==> src/rtl/led_stretch_pkg.sv <==
// Shared types and helpers for the LED pulse stretcher.
package led_stretch_pkg;

  typedef enum logic [1:0] {
    IDLE = 2'd0,
    ON   = 2'd1,
    OFF  = 2'd2
  } state_t;

  // Timer width: just wide enough to hold the longer of the two phase lengths.
  function automatic int timer_width(input int on_cycles, input int off_cycles);
    int longest;
    longest = (on_cycles > off_cycles) ? on_cycles : off_cycles;
    return $clog2(longest + 1);
  endfunction

endpackage

==> src/rtl/cycle_timer.sv <==
// Loadable phase counter: counts 0 .. phase_len-1 and strobes done on the last count.
module cycle_timer #(
  parameter int W = 4
) (
  input  logic         clk,
  input  logic         rst,
  input  logic         clear,
  input  logic [W-1:0] phase_len,
  output logic         done
);

  logic [W-1:0] count;

  assign done = (count == (phase_len - W'(1)));

  // Free-running phase count, restarted at zero whenever the owner clears it.
  always_ff @(posedge clk or posedge rst) begin
    if (rst) begin
      count <= '0;
    end else if (clear) begin
      count <= '0;
    end else begin
      count <= count + W'(1);
    end
  end

endmodule

==> src/rtl/led_pulse_stretcher.sv <==
// Stretches single-cycle event pulses into human-visible LED blinks, queueing
// events that arrive mid-blink. Optional feature macro: LED_STRETCH_OVERFLOW_EN
// (defined: sticky overflow flag; undefined: overflow tied to 0).
module led_pulse_stretcher
  import led_stretch_pkg::*;
#(
  parameter int ON_CYCLES     = 25000000,
  parameter int OFF_CYCLES    = 25000000,
  parameter int PENDING_WIDTH = 4
) (
  input  logic clk,
  input  logic rst,
  input  logic pulse,
  output logic led,
  output logic busy,
  output logic overflow
);

  localparam int TW = timer_width(ON_CYCLES, OFF_CYCLES);
  localparam logic [TW-1:0] ON_LEN  = TW'(ON_CYCLES);
  localparam logic [TW-1:0] OFF_LEN = TW'(OFF_CYCLES);
  localparam logic [PENDING_WIDTH-1:0] PEND_MAX = '1;

  state_t                   state;
  state_t                   state_next;
  logic [PENDING_WIDTH-1:0] pending;
  logic [PENDING_WIDTH-1:0] pending_next;
  logic [TW-1:0]            phase_len;
  logic                     phase_end;
  logic                     timer_clear;
  logic                     off_end;
  logic                     consume;
  logic                     inc;

  assign phase_len   = (state == OFF) ? OFF_LEN : ON_LEN;
  assign timer_clear = (state == IDLE) || phase_end;

  cycle_timer #(
    .W(TW)
  ) u_timer (
    .clk       (clk),
    .rst       (rst),
    .clear     (timer_clear),
    .phase_len (phase_len),
    .done      (phase_end)
  );

  // A pulse landing on the last OFF cycle with nothing queued starts the next
  // blink directly instead of passing through the pending counter.
  assign off_end = (state == OFF) && phase_end;
  assign consume = off_end && (pending != '0);
  assign inc     = (state != IDLE) && pulse && !(off_end && (pending == '0));

  // Next-state decode for the blink sequencer.
  always_comb begin
    state_next = state;
    case (state)
      IDLE: begin
        if (pulse) state_next = ON;
      end
      ON: begin
        if (phase_end) state_next = OFF;
      end
      OFF: begin
        if (phase_end) state_next = ((pending != '0) || pulse) ? ON : IDLE;
      end
      default: state_next = IDLE;
    endcase
  end

  // Pending-blink bookkeeping; an increment at full scale is dropped.
  always_comb begin
    pending_next = pending;
    if (inc && !consume) begin
      if (pending != PEND_MAX) pending_next = pending + 1'b1;
    end else if (consume && !inc) begin
      pending_next = pending - 1'b1;
    end
  end

  // State, queue and registered LED drive.
  always_ff @(posedge clk or posedge rst) begin
    if (rst) begin
      state   <= IDLE;
      pending <= '0;
      led     <= 1'b0;
    end else begin
      state   <= state_next;
      pending <= pending_next;
      led     <= (state_next == ON);
    end
  end

  assign busy = (state != IDLE) || (pending != '0);

`ifdef LED_STRETCH_OVERFLOW_EN
  logic drop;
  logic overflow_q;

  assign drop = inc && !consume && (pending == PEND_MAX);

  // Sticky record that at least one event was lost; only reset clears it.
  always_ff @(posedge clk or posedge rst) begin
    if (rst) begin
      overflow_q <= 1'b0;
    end else if (drop) begin
      overflow_q <= 1'b1;
    end
  end

  assign overflow = overflow_q;
`else
  assign overflow = 1'b0;
`endif

endmodule

==> config.mk <==
export PLATFORM = sky130hd
export DESIGN_NAME = led_pulse_stretcher
export DESIGN_NICKNAME = d
export VERILOG_FILES = /design/src/rtl/led_stretch_pkg.sv /design/src/rtl/cycle_timer.sv /design/src/rtl/led_pulse_stretcher.sv
export SDC_FILE = /design/constraint.sdc
export NUM_CORES = 1
export LEC_CHECK = 0
export CAP_MARGIN = 20
export CORE_MARGIN = 2
export CORE_UTILIZATION = 45
export DETAILED_ROUTE_END_ITERATION = 7
export PLACE_DENSITY = 0.74
export SLEW_MARGIN = 20
export SYNTH_ARGS = -nofsm -noshare
export SYNTH_HDL_FRONTEND = slang
export SYNTH_SLANG_ARGS = --single-unit
==> constraint.sdc <==
create_clock -name clk -period 2.7 [get_ports clk]
set_input_delay 0.405 -clock clk [delete_from_list [all_inputs] [get_ports clk]]
set_output_delay 0.405 -clock clk [all_outputs]
set_load 0.1 [all_outputs]
# Word level (Yosys, flattened, before mapping)
# Index checks and enable logic that the tools add are counted.
# classes
shift	0
n_eq_ne	6
reduce_logical	19
muxes	9
n_div	0
n_mul	0
bitwise_logic	0
addsub	3
n_lt_le_gt_ge	0
# ops
cell	count
$add 25x1->25 const B	1
$eq 25x25->1 const B	1
$mux 25	1
$mux 4	3
$logic_and 1x1->1	7
$mux 2	3
$pmux 2 s3	1
$add 4x1->4 const B	1
$eq 2x1->1 const B	2
$logic_not 4->1	1
$ne 4x4->1 const B	1
$reduce_bool 2->1	2
$reduce_bool 4->1	1
$sub 4x1->4 const B	1
$logic_not 1->1	3
$logic_or 1x1->1	3
$eq 2x2->1 const B	1
$logic_not 2->1	1
$ne 2x1->1 const B	1
$reduce_and 2->1	1
$mux 1	1
# word_totals
out_inout_bits	3
romBits	0
mem_count	0
wordCells	41
ramBits	0
regBits	32
latchBits	0
input_bits	3

# Logic depth before layout (Yosys ltp)
# Gate-level depths: netlist (run 1).
# depth
word_depth	9
mapped_depth	12
ltp_nobuf	12

# Cells and area by module
# A second synthesis (run 1) with hierarchy kept.
# hier_totals
hier_cells	279
area_unflattened_um2	2487.4
# modules_own_cells
module	seq_area_each_um2	area_per_inst_um2	cells_each	instances
cycle_timer	625.6	2055.7	239	1
led_pulse_stretcher	175.2	431.7	40	1

# Least setup slack after synthesis (run 1)
# OpenSTA, ideal clock, no wires.
# synth_path
path_kind	register to register
from	register u_timer.count[7]
to	register pending[3]
period_less_slack_ns	2.633
setup_slack_ns	0.067
t_arrival_ns	2.551
path_stages_with_launch	12
setup_ns	0.083
required_ns	2.617
path_buffers	0
cell_sequence	dfrtp_1 or4_4 nor2_4 nand3_2 a21o_1 nand2_1 ha_1 a21o_1 a21oi_1 nand3_1 o32a_1 o21ai_0
# synth_between
elab_chain_len	9
word_cells_on_any_way	14
# synth_rtl
item	line_no	text
start, declared	cycle_timer.sv:12	logic [W-1:0] count;
start signal, assigned	cycle_timer.sv:23	count <= count + W'(1);
$eq 25x25->1 (*)	cycle_timer.sv:14	assign done = (count == (phase_len - W'(1)));
$logic_and 1x1->1 (*)	led_pulse_stretcher.sv:50	assign off_end = (state == OFF) && phase_end;
$logic_and 1x1->1	led_pulse_stretcher.sv:52	assign inc = (state != IDLE) && pulse && !(off_end && (pending == '0));
$logic_not 1->1	led_pulse_stretcher.sv:52	
$logic_and 1x1->1	led_pulse_stretcher.sv:52	
$logic_not 1->1	led_pulse_stretcher.sv:76	end else if (consume && !inc) begin
$logic_and 1x1->1	led_pulse_stretcher.sv:76	
$reduce_bool 2->1 (no source line)	--	
$reduce_and 2->1 (no source line)	--	
end signal, assigned	led_pulse_stretcher.sv:89	pending <= pending_next;
end, declared	led_pulse_stretcher.sv:26	logic [PENDING_WIDTH-1:0] pending;
# Mark *: on every way between the ends. The rest lies on a longest branch, timed or not.
# A chain may end at the register's enable or synchronous reset.

# Worst setup path in the final report (run 1)
# layout_path
from	register u_timer.count[8]
to	register pending[3]
# The elaborated chain is that of the path after synthesis.

==> key figures, run 1 <==
Outcome
  • Status: complete, no violations

Layout
  • Final #Nets: 194
  • Commonest non-fill, non-tap cells in the layout: nor2_1, dfrtp_1, xor2_1, nand3_1, buf_4
  • Commonest non-fill, non-tap cell in the layout: nor2_1
  • Area of the multi-input gates: 971 um2
  • Area grow syn2layout: 15.4%
  • Final instance area: 0.00204 mm2
  • Register Area: 805 um2
  • Layout cell share with drive strength beyond 1: 0.209
  • Filler instances: 347
  • Ant diodes: 0

Pwr
  • Leak pwr: 0.903 nW
  • Pwr Density: 696 mW/mm2
  • Overall power: 1.42 mW
  • Peak supply drop: 0.562 mV

Clock tree
  • CTS Buf Count: 5
  • Later-pin clock latency in the skew report: 280 ps
  • CTS tree: yes
  • Root Buffer: clkbuf_8
  • Clock H-tree levels: 2
  • Clock sinks: 32
  • Max clock buf depth: 2
  • Reg clk slew, reported paths: 60 ps

Worst setup path
  • Crit Path Class: reg -> reg
  • R2R Path End: pending[3]
  • Worst path arrival time: 2840 ps
  • Crit. End Element: register
  • Worst Path Max Fanout: 4
  • CP required: 2910 ps
  • R2r setup slk: 60 ps
  • R2R cell count: 11
  • Crit path launch type: register
  • Origin of the critical flop-to-flop path: u_timer.count[8]

Global route
  • All-Layer GR Usage: 0.182
  • Initial antenna violation count: 0
  • Largest net degree at the start of global routing: 33
  • First-pass GRT wire length: 6.01 mm
  • GR Overflow Total: 0
  • Vias in the first global route: 1358

Floorplan
  • # rows: 22
  • Core Area: 0.00372 mm2
  • Die Ht: 66.7 um
  • Die width: 66.7 um
  • Starting Density: 0.476
  • Die area: 0.00445 mm2
  • IO Count: 6

Synth
  • Yosys warnings: 0
  • Cell area after synthesis: 0.00177 mm2
  • Post-synthesis sequential area ratio: 0.453
  • Gate Count Post-Synth: 174
  • Syn_area_per_cell: 10.2 um2
  • Syn nets: 181
  • Synth unique cells: 42
  • Synthesized flop and latch total: 32

Routing
  • DR pass1 iterations: 4
  • DR vias/cell: 5.60
  • Antenna-violating nets left: 0
  • Via count: 1316
  • DRC Markers: 0
  • Wirelength per Cell: 14.6 um
  • Post-Route WL: 3.43 mm
  • 1st-iter DRT viols: 89

Worst hold path
  • HP Class: in -> async

Timing
  • Final Setup Violations: 0
  • Slew Viols, Final: 0
  • F_max: 379 MHz
  • Final worst-path cycle share: 0.976
  • Final Hold Viols: 0
  • Max-slew headroom: 0.346
  • Period minus WS final: 2640 ps
  • Clock skew: 2.36 ps
  • Worst-Margin Slew: 981 ps

Place
  • Placed wire-length estimate: 2.31 mm
  • GPL Wtd Cong: 0.765
  • PortBufs: 4
  • Post-place instance area: 0.00186 mm2

Run
  • Max Cap Violations: 0
## cells by family after synthesis
family / share of synthesized area
xor gates and xnor gates: 0.124
adders and majority gates: 0.0325
buffers and inverters: 0.0226
muxes: 0.0184
DFF: 0.453
and+or+nand+nor: 0.279
AOI/OAI and AO/OA: 0.0686
other: 0.00212
## stage by stage
stage	hold slack, ps	instances	worst slack [ps]	utilization	setup TNS [ps]
floorplan	468	174	66.8	-	0
global placement	487	223	108	0.501	0
detailed placement	504	223	-40.1	0.501	-40.1
CTS	513	232	18.2	0.534	0
global route	551	235	-12.0	0.549	-12.0
finish	503	235	64.1	0.549	0
## power breakdown
group	total (mW)	switching [mW]	internal (mW)
Sequential	0.683	0.117	0.566
Combinational	0.342	0.170	0.172
Clock	0.397	0.170	0.227
## routing by layer
| metal | GRT usage | vias to the layer above | wire length [um] |
|---|---|---|---|
| met4 | 0.0893 | 0 | 80 |
| met3 | 0.0557 | 6 | 120 |
| met5 | 0 | - | 0 |
| met2 | 0.304 | 27 | 1750 |
| met1 | 0.211 | 652 | 1470 |
| li1 | - | 631 | - |
## final cells by class
type,count,area share
clock buffer,7,0.0472
tap,48,0.0294
sequential,32,0.394
timing repair buffer,13,0.0502
multi-input combinational,133,0.475
inverter,2,0.00368
## registers in the layout, indices dropped and copies added (netlist names)
name / count
state: 2
led: 1
pending: 4
u_timer.count: 25
## what timing repair did
action | in CTS | in global routing
pin swaps | 1 | 8
resized for setup | 4 | 9
hold buffers | 0 | 0
buffers inserted | 2 | 3
gates cloned | 0 | 0
setup endpoints to repair | 1 | 1
## worst max-delay path: stages (launching register included)
cell	delay, ps
dfrtp_1	370
or4_4	550
nor2_4	160
nand3_2	90
a21o_1	180
nand2_2	120
ha_4	220
a21o_1	160
a21oi_2	160
nand3_2	100
o32a_1	370
o21ai_2	70
## cell usage after synthesis, drive strengths merged
cell     instances  area, um2
nand4            8       50.1
dfrtp           32        801
inv              2       7.51
or3b             1       8.76
mux2i            1       10.0
or4              1       11.3
a21oi            1       5.00
nor2b            2       12.5
nor3             1       5.00
nand4b           2       17.5
conb             1       3.75
o32a             1       10.0
ha               3       37.5
o31a             2       17.5
clkbuf           3       11.3
buf              4       21.3
mux2             2       22.5
nand4bb          1       16.3
nand2           10       37.5
o21ai            3       18.8
a21o             2       15.0
nor4             3       40.0
a311oi           1       26.3
and3             6       40.0
xor2            20        175
nand3           14       75.1
nor2            31        124
and4             5       43.8
xnor2            5       43.8
a311o            1       10.0
fa               1       20.0
a31oi            1       12.5
o22ai            1       6.26
nand2b           2       12.5
## worst max path at each step
stage,startpoint,end,slack [ps],cells past startpoint
finish,u_timer.count[8],pending[3],60,11
floorplan,u_timer.count[7],pending[3],70,11
global placement,u_timer.count[8],pending[3],110,11
detailed placement,u_timer.count[8],pending[3],-40,11
CTS,u_timer.count[17],pending[3],20,11
global route,u_timer.count[9],pending[3],-10,11
(Power assumes the default switching activity.)
==> run 2, diff against run 1 <==
PLACE_DENSITY = 0.73   (was 0.74)
SYNTH_HIERARCHICAL = 1   (was not set)
==> run 2 against run 1 <==
The flow now finishes with violations (negative setup slack). Largest power group unchanged. Final cell count up 100%. Core utilization grew 4.6 points. Sequential cell count did not move. Synthesized area up 41%. Global-route usage grew 0.47 points. Final area increased by 58%.
==> key figures, run 2 <==
Timing
  • Worst-Margin Slew: 571 ps
  • Final worst slack: -52.2 ps
  • Final worst-path cycle share: 1.02
  • Clock skew: 4.86 ps
  • Final Setup Violations: 1
  • Final Hold Viols: 0
  • Slew Viols, Final: 0
  • RSZ-0062 raised after global routing: true
  • F_max: 363 MHz
  • Period minus WS final: 2750 ps
  • Max-slew headroom: 0.616
  • Post-route setup TNS: -52.2 ps

Clock tree
  • Root Buffer: clkbuf_8
  • Reg clk slew, reported paths: 70 ps
  • Later-pin clock latency in the skew report: 280 ps
  • Max clock buf depth: 2
  • Cts-stage hold buffer count: 0
  • CTS tree: yes
  • Clock H-tree levels: 2
  • Clock sinks: 32
  • CTS Buf Count: 5

Synth
  • Asr flop ratio synth: 1.00
  • Main synth FF type: dfrtp_1
  • Top cell type's share of synthesized area: 0.322
  • Post-synthesis sequential area ratio: 0.322
  • Cell area after synthesis: 0.00249 mm2
  • Count leader, synth: nor2_1
  • Number of synthesized flops with an enable pin: 0
  • Top post-synthesis cells by area: dfrtp_1, xor2_1, xnor2_1, nor2_1, nand3_1
  • Synth unique cells: 57
  • Synthesized flop and latch total: 32
  • Commonest cells post-synth: nor2_1, dfrtp_1, xor2_1, xnor2_1, nand3_1
  • Leading area contributor after synthesis: dfrtp_1
  • Gate Count Post-Synth: 279
  • Syn_area_per_cell: 8.92 um2
  • Yosys warnings: 6

Floorplan
  • Die area: 0.00614 mm2
  • Core Area: 0.00541 mm2
  • Die width: 78.3 um
  • Die Ht: 78.3 um
  • IO Count: 6
  • Starting Density: 0.460
  • # rows: 27

Worst setup path
  • CP most frequent cell: xnor2_1
  • Crit Path Class: reg -> reg
  • Crit. End Element: register
  • Worst path arrival time: 2910 ps
  • Worst Path Max Fanout: 2
  • CP required: 2860 ps
  • CP cell instances: xor2_1 > xnor2_1 > nor4_2 > nand4_1 > nor4_4 > nor2b_2 > o21ai_2 > ha_1 > a21o_2 > a21oi_2 > xnor2_1 > nand2_1 > xnor2_1
  • Crit path launch type: register
  • Slowest-stage cell, CP: dfrtp_1
  • Worst path max stage delay: 370 ps

Routing
  • 1st-iter DRT viols: 35
  • Post-Route WL: 5.17 mm
  • DR pass1 iterations: 4
  • DRC Markers: 0
  • Wirelength per Cell: 10.8 um
  • Via count: 2211
  • DR vias/cell: 4.63
  • Antenna-violating nets left: 0

Outcome
  • Failing checks: negative setup slack
  • Status: finished, violations left

Layout
  • Commonest non-fill, non-tap cell in the layout: conb_1
  • Biggest register: u_timer/count
  • Final instance area: 0.00322 mm2
  • Finished Core Util: 0.596
  • Fin cells: 478
  • Top flop regs: u_timer/count (25), pending (4), state (2)
  • Commonest non-fill, non-tap cells in the layout: conb_1, nor2_1, dfrtp_1, xor2_1, xnor2_1
  • Filler instances: 474
  • Layout cell share with drive strength beyond 1: 0.118
  • Register Area: 801 um2
  • Final #Nets: 413
  • Max reg flops: 25
  • Area grow syn2layout: 29.5%
  • Area of the multi-input gates: 0.00202 mm2
  • Ant diodes: 0

Global route
  • Initial antenna violation count: 0
  • Vias in the first global route: 2151
  • First-pass GRT wire length: 9.21 mm
  • Largest net degree at the start of global routing: 26
  • GR Overflow Total: 0
  • All-Layer GR Usage: 0.187

Run
  • Max Cap Violations: 0

Place
  • PortBufs: 4
  • Post-place instance area: 0.00309 mm2
  • GPL Wtd Cong: 0.823
  • Placed Cells: 467
  • Placed wire-length estimate: 4.12 mm
  • DP Worst Slack: -177 ps

Worst hold path
  • HP Class: in -> async

Pwr
  • Leak pwr: 1.51 nW
  • Pwr Density: 500 mW/mm2
  • Peak supply drop: 0.464 mV
## run 2: routing by layer
metal	global-route usage	wire length, um	up-vias
li1	-	-	1150
met1	0.223	2250	1028
met2	0.345	2690	25
met3	0.0299	146	8
met4	0.0544	78	0
met5	0	0	-
## run 2: cells by family after synthesis
group           synth area share
buf+inv                   0.0322
flops                      0.322
other cells              0.00302
simple gates               0.302
compound gates             0.101
xor+xnor                   0.194
fa+ha+maj                 0.0282
mux                       0.0181
## run 2: final cells by class
class | count | area share
Clock buffer | 8 | 0.0280
Inverter | 8 | 0.00932
Multi-Input combinational cell | 334 | 0.629
Sequential cell | 32 | 0.249
Tap cell | 72 | 0.0280
Timing Repair Buffer | 24 | 0.0575
## run 2: worst max-delay path: cells and delay by family (launching register included)
kind | cells | cell delay, ps
AO/OA/AOI/OAI | 3 | 470
flip-flops | 1 | 370
XOR/XNOR | 4 | 520
AND/OR/NAND/NOR | 5 | 1040
adder cells (fa/ha/maj) | 1 | 240
## run 2: worst paths after layout
check	from	to	slack, ps	cells after the start
worst max-delay path	u_timer/count[11]	pending[3]	-50	13
worst min-delay path	rst	led	390	2
worst max register to register	u_timer/count[11]	pending[3]	-50	13
worst min register to register	pending[3]	pending[3]	510	1
max in group asynchronous	rst	u_timer/count[12]	1940	3
min in group clk	pending[3]	pending[3]	510	1
## run 2: report_power, final
part	leakage [nW]	switching (mW)	total, mW	internal (mW)
clock network	0.0455	0.164	0.371	0.208
logic	1.05	0.295	0.584	0.289
registers	0.413	0.0880	0.653	0.565
total	1.51	0.547	1.61	1.06
## run 2: what timing repair did
| action | 4_1_cts | 5_1_grt |
|---|---|---|
| setup buffers | 2 | 1 |
| endpoints found under the setup margin | 3 | 3 |
| pin swaps | 6 | 2 |
| resized for setup | 3 | 0 |
## run 2: through the flow
step / hold WS, ps / power [mW]
after floorplan: 208 / 1.07
after global placement: 487 / 1.19
after detailed placement: 497 / 1.22
after CTS: 393 / 1.61
after global routing: 428 / 1.73
final: 388 / 1.61
==> variant 1 (flow settings as in run 2) <==
`OFF_CYCLES`: 25000000 -> 6250000.
--- a/src/rtl/led_pulse_stretcher.sv
+++ b/src/rtl/led_pulse_stretcher.sv
@@ -5,7 +5,7 @@
   import led_stretch_pkg::*;
 #(
   parameter int ON_CYCLES     = 25000000,
-  parameter int OFF_CYCLES    = 25000000,
+  parameter int OFF_CYCLES    = 6250000,
   parameter int PENDING_WIDTH = 4
 ) (
   input  logic clk,
Formal check against the unedited RTL: no difference found for any inputs over 10 cycles, from zero or initial values and one cycle with rst high; that may be too few to reach the edited logic, so the function may still have changed.
==> variant 1 against run 2 <==
  * The flow still finishes with violations (negative setup slack)
  * Critical path type unchanged
  * Clock skew rose by 0.0014 ns
  * Area after synthesis rose by 0.30%
  * Total power rose by 2.3%
  * Core utilization rose by 4.1 points
  * Non-clock buffer count rose by 21
  * Highest routed layer unchanged
  * Sequential cell count did not move
  * Die area rose by 0.29%
  * Clock power fell by 12%
  * Setup slack got worse by 0.77 ns
  * Hold slack got worse by 0.0057 ns
  * Routed wire length rose by 19%
  * Design area rose by 7.5%
==> variant 1: results (changes against run 2) <==
Synth Area in Compound Gates -> 0.0983 (-0.00231)
# clk buffers -> 5 (-3)
largest net degree at the start of global routing -> 26 (unchanged)
Setup Skew -> 0.00625 ns (+0.00138 ns)
Min Hold Slack -> 0.382 ns (-0.00572 ns)
comb_multi_in -> 295 (-12%)
Root Driver -> clkbuf_8
gr usage total -> 0.213 (+0.0261)
Int Pwr -> 0.00108 W (+1.8%)
Yosys warning count -> 6 (unchanged)
synth unique cells -> 59 (+3.5%)
final wirelength -> 6160 µm (+19%)
Pre-antenna DRT Iters -> 4 (unchanged)
Finish-stage setup viols -> 31 (+30)
top cells by count, synth -> 35 x nor2_1, 32 x dfrtp_1, 30 x xor2_1, 24 x xnor2_1, 17 x nand3_1
gpl congestion -> 0.811 (-1.4%)
Pleak -> 1.52 nW (+0.64%)
signal buffers share of area -> 0.112 (+0.0541)
Max FO, Critical Path -> 5 (+3)
Slew @ Worst Pin -> 0.698 ns (+0.127 ns)
nets@finish -> 396 (-4.1%)
DR iter-0 viols -> 106 (+200%)
Post-Synth Adder-Cell Area -> 0.0281 (-0.0000848)
antenna violations before repair -> 0 (unchanged)
routed via count -> 2240 (+1.3%)
first-pass GRT wire length -> 10200 µm (+10%)
sequential share of power -> 0.400 (-0.006)
H-tree Lvls -> 2 (unchanged)
CP Data Arrival Time -> 3.71 ns (+0.80 ns)
sequential share of cell area -> 0.231 (-0.0174)
layout cells sized above 1 -> 0.259 (+0.141)
outcome -> finished with violations
CP max stage delay -> 0.53 ns (+0.16 ns)
HPWL Detailed -> 4260 µm (+3.6%)
share of the synthesized area in the top cell type -> 0.321 (-0.000969)
Buffers, non-clock -> 45 (+88%)
Logic power comb -> 0.000660 W (+13%)
VDD IR max -> 0.000504 V (+8.7%)
crit path from -> state[1]
Synth area leaders -> dfrtp_1 32%, xor2_1 11%, xnor2_1 8.4%, nor2_1 5.3%, nand3_1 3.4%
# fillers -> 430 (-9.3%)
failing checks -> negative setup slack
Seq/Total Area, Yosys -> 0.321 (-0.000969)
Setup crit end kind -> flip-flop
mux share of post-synthesis cell area -> 0.0281 (+0.00998)
XOR/XNOR Fraction of Synth Area -> 0.190 (-0.00409)
worst hold path class -> input pin to asynchronous set/reset pin
Worst Setup Slack, final -> -0.820 ns (-0.768 ns)
critical path's slowest cell -> or4b_1
clk tree area frac -> 0.0199 (-0.00810)
multi-input combinational area share -> 0.599 (-0.0292)
Non-clk invs -> 9 (+1)
Clk pwr share -> 0.199 (-0.032)
[variant 1: routing by layer]
| layer | global-route usage | vias to the layer above | wire (µm) |
|---|---|---|---|
| met4 | 0.0789 | 0 | 84 |
| li1 | - | 1144 | - |
| met5 | 0 | - | 0 |
| met3 | 0.0310 | 10 | 184 |
| met1 | 0.258 | 1055 | 2680 |
| met2 | 0.382 | 31 | 3220 |
[variant 1: per-stage QoR]
stage | TNS, ns | util | std cells | area (µm²) | worst slack (ns)
after floorplan | -1.17 | - | 344 | 2820 | -0.506
after global placement | -5.96 | 0.583 | 447 | 3170 | -0.673
after detailed placement | -8.65 | 0.583 | 447 | 3170 | -0.851
after CTS | -5.98 | 0.637 | 462 | 3460 | -0.724
after global routing | -10.19 | 0.637 | 458 | 3460 | -0.961
final | -6.53 | 0.637 | 458 | 3460 | -0.820
[variant 1: repair_timing]
action	in CTS	in global routing
gates resized for setup	26	27
hold buffers	0	0
pin swaps	16	14
setup buffers	8	0
endpoints found under the setup margin	31	32
cloned	3	0
==> variant 2 (config.mk and constraints of run 2) <==
Without the edit above. Encoding of `state_t`: now one-hot (3 bits for 3 states).
--- a/src/rtl/led_stretch_pkg.sv
+++ b/src/rtl/led_stretch_pkg.sv
@@ -1,10 +1,10 @@
 // Shared types and helpers for the LED pulse stretcher.
 package led_stretch_pkg;
 
-  typedef enum logic [1:0] {
-    IDLE = 2'd0,
-    ON   = 2'd1,
-    OFF  = 2'd2
+  typedef enum logic [2:0] {
+    IDLE = 3'b001,
+    ON   = 3'b010,
+    OFF  = 3'b100
   } state_t;
 
   // Timer width: just wide enough to hold the longer of the two phase lengths.
Function: no difference found for any inputs over 10 cycles, from zero or initial values and one cycle with rst high; not proved beyond that.
==> variant 2 against run 2 <==
  * Total power up 14%
  * Routed wire length up 2.4%
  * Sequential share of layout area down 0.70 points
  * The run still ends with negative setup slack left
  * Largest power group is now combinational cells
  * Design area up 6.3%
  * Via count up 3.7%
  * Critical path type unchanged
  * Combinational power up 40%
  * Setup slack worse by 0.083 ns
  * Area after synthesis up 3.1%
  * Sequential cell count up 1
  * Highest routed layer unchanged
==> variant 2: results (changes against run 2) <==
Yosys warning count -> 6 (unchanged)
Setup Skew -> 0.00614 ns (+0.00128 ns)
Clk pin slew, worst setup/hold paths -> 0.07 ns (about the same)
Pre-antenna DRT Iters -> 4 (unchanged)
Pleak -> 1.61 nW (+6.9%)
H-tree Lvls -> 2 (unchanged)
total CTS buffers -> 5 (unchanged)
Slew @ Worst Pin -> 0.776 ns (+0.205 ns)
worst hold path class -> input pin to asynchronous set/reset pin
vias per std cell -> 4.57 (-1.3%)
outcome -> finished with violations
endpoints failing hold -> 0 (unchanged)
worst reg2reg path depth -> 13 (unchanged)
CP max stage delay -> 0.42 ns (+0.05 ns)
largest net degree at the start of global routing -> 26 (unchanged)
Root Driver -> clkbuf_8
routed via count -> 2292 (+3.7%)
# fillers -> 457 (-3.6%)
Net Sw Frac -> 0.382 (+0.0419)
largest registers -> u_timer/count: 25 flops, pending: 4 flops, state: 3 flops
final wirelength -> 5290 µm (+2.4%)
ANT cells -> 0 (unchanged)
# port buffers -> 4 (unchanged)
initial core utilization -> 0.466 (+0.00562)
gpl congestion -> 0.841 (+2.3%)
Syn Area/Cell -> 8.94 µm² (+0.24%)
Seq/Total Area, Yosys -> 0.322 (+0.000507)
top cells by count, synth -> 36 x nor2_1, 32 x dfrtp_1, 29 x xor2_1, 24 x xnor2_1, 18 x nand3_1
layout cells sized above 1 -> 0.147 (+0.0283)
# placed instances -> 486 (+4.1%)
CP Data Arrival Time -> 3.04 ns (+0.13 ns)
HPWL Detailed -> 4140 µm (+0.63%)
Post-synth top flop -> dfrtp_1
gr usage total -> 0.187 (+0.000479)
vias in the first global route -> 2194 (+2.0%)
DR iter-0 viols -> 55 (+57%)
Synth area leaders -> dfrtp_1 31%, xor2_1 9.9%, xnor2_1 8.2%, nor2_1 5.3%, nand3_1 3.5%
Clock Latency Late Sink -> 0.28 ns (about the same)
Finish-stage setup viols -> 3 (+2)
Max FO, Critical Path -> 2 (unchanged)
first-pass GRT wire length -> 9390 µm (+1.9%)
synth unique cells -> 59 (+3.5%)
Worst Setup Slack, final -> -0.135 ns (-0.0827 ns)
VDD IR max -> 0.000659 V (+42%)
failing checks -> negative setup slack
nets@finish -> 437 (+5.8%)
critical path's slowest cell -> dfrtp_1
clock buffer depth -> 2 (unchanged)
antenna violations before repair -> 0 (unchanged)
## variant 2: changes by cell type after synthesis, moves of 2 or more
| cell | before | now |
|---|---|---|
| o21ai_1 | 3 | 1 |
| a21oi_1 | 10 | 8 |
| nor2b_1 | 2 | 4 |
| mux2_2 | 0 | 2 |
| xnor2_1 | 27 | 24 |
| mux2i_1 | 3 | 6 |
| o21ai_0 | 8 | 10 |
## variant 2: cell type report
cell class,count,area share
inverters,8,0.00877
flip-flops and latches,33,0.242
well taps,72,0.0263
clock buffers,8,0.0234
multi-input cells,341,0.607
repair buffers,40,0.0928
## variant 2: path summary, 6_finish.rpt
path	slack, ns	endpoint	from
min reg2reg	0.53	pending[3]	pending[3]
max	-0.13	pending[3]	u_timer/count[7]
min	0.40	pending[3]	rst
min in group clk	0.53	pending[3]	pending[3]
max reg2reg	-0.13	pending[3]	u_timer/count[7]
max in group asynchronous	1.92	u_timer/count[11]	rst
## variant 2: power by group through the flow
stage | Sequential, W | Combinational [W] | Clock [W]
6_report | 0.000661 | 0.000816 | 0.000351
2_1_floorplan | 0.000716 | 0.000503 | 0
3_3_place_gp | 0.000660 | 0.000776 | 0
5_1_grt | 0.000668 | 0.000904 | 0.000384
4_1_cts | 0.000655 | 0.000814 | 0.000363
3_5_place_dp | 0.000664 | 0.000799 | 0
## variant 2: logic make-up after synthesis
group / share of synthesized area
compound gates: 0.0907
flops: 0.322
other cells: 0.00293
xor+xnor: 0.181
mux: 0.0380
fa+ha+maj: 0.0273
simple gates: 0.306
buf+inv: 0.0312
## variant 2: worst max-delay path, delay by kind of cell, from the launching register on
kind                     cells  cell delay [ns]
AO/OA/AOI/OAI                3             0.47
XOR/XNOR                     2             0.33
adder cells (fa/ha/maj)      1             0.23
flip-flops                   1             0.42
multiplexers                 2             0.42
AND/OR/NAND/NOR              5             0.89
## variant 2: through the flow
stage	setup TNS, ns	utilization	cell area (µm²)	worst slack [ns]
6_report	-0.216	0.622	3420	-0.135
5_1_grt	-0.696	0.622	3420	-0.284
4_1_cts	-0.259	0.617	3400	-0.157
3_5_place_dp	-0.637	0.593	3270	-0.344
3_3_place_gp	-0.442	0.593	3270	-0.244
2_1_floorplan	-0.234	-	2980	-0.234
## variant 2: metal layers
metal  vias up  wire length, µm  part of all wire  track usage
met5         -                0                 0            0
met4         0               51            0.0096       0.0621
met3         6              113             0.021       0.0317
met2        31             2670              0.50        0.335
met1      1044             2460              0.46        0.227
li1       1211                -                 -            -
## variant 2: timing repair
action / 4_1_cts / 5_1_grt
setup endpoints to repair: 3 / 4
pin swaps: 10 / 5
gates resized for setup: 2 / 1
setup buffers: 5 / 3
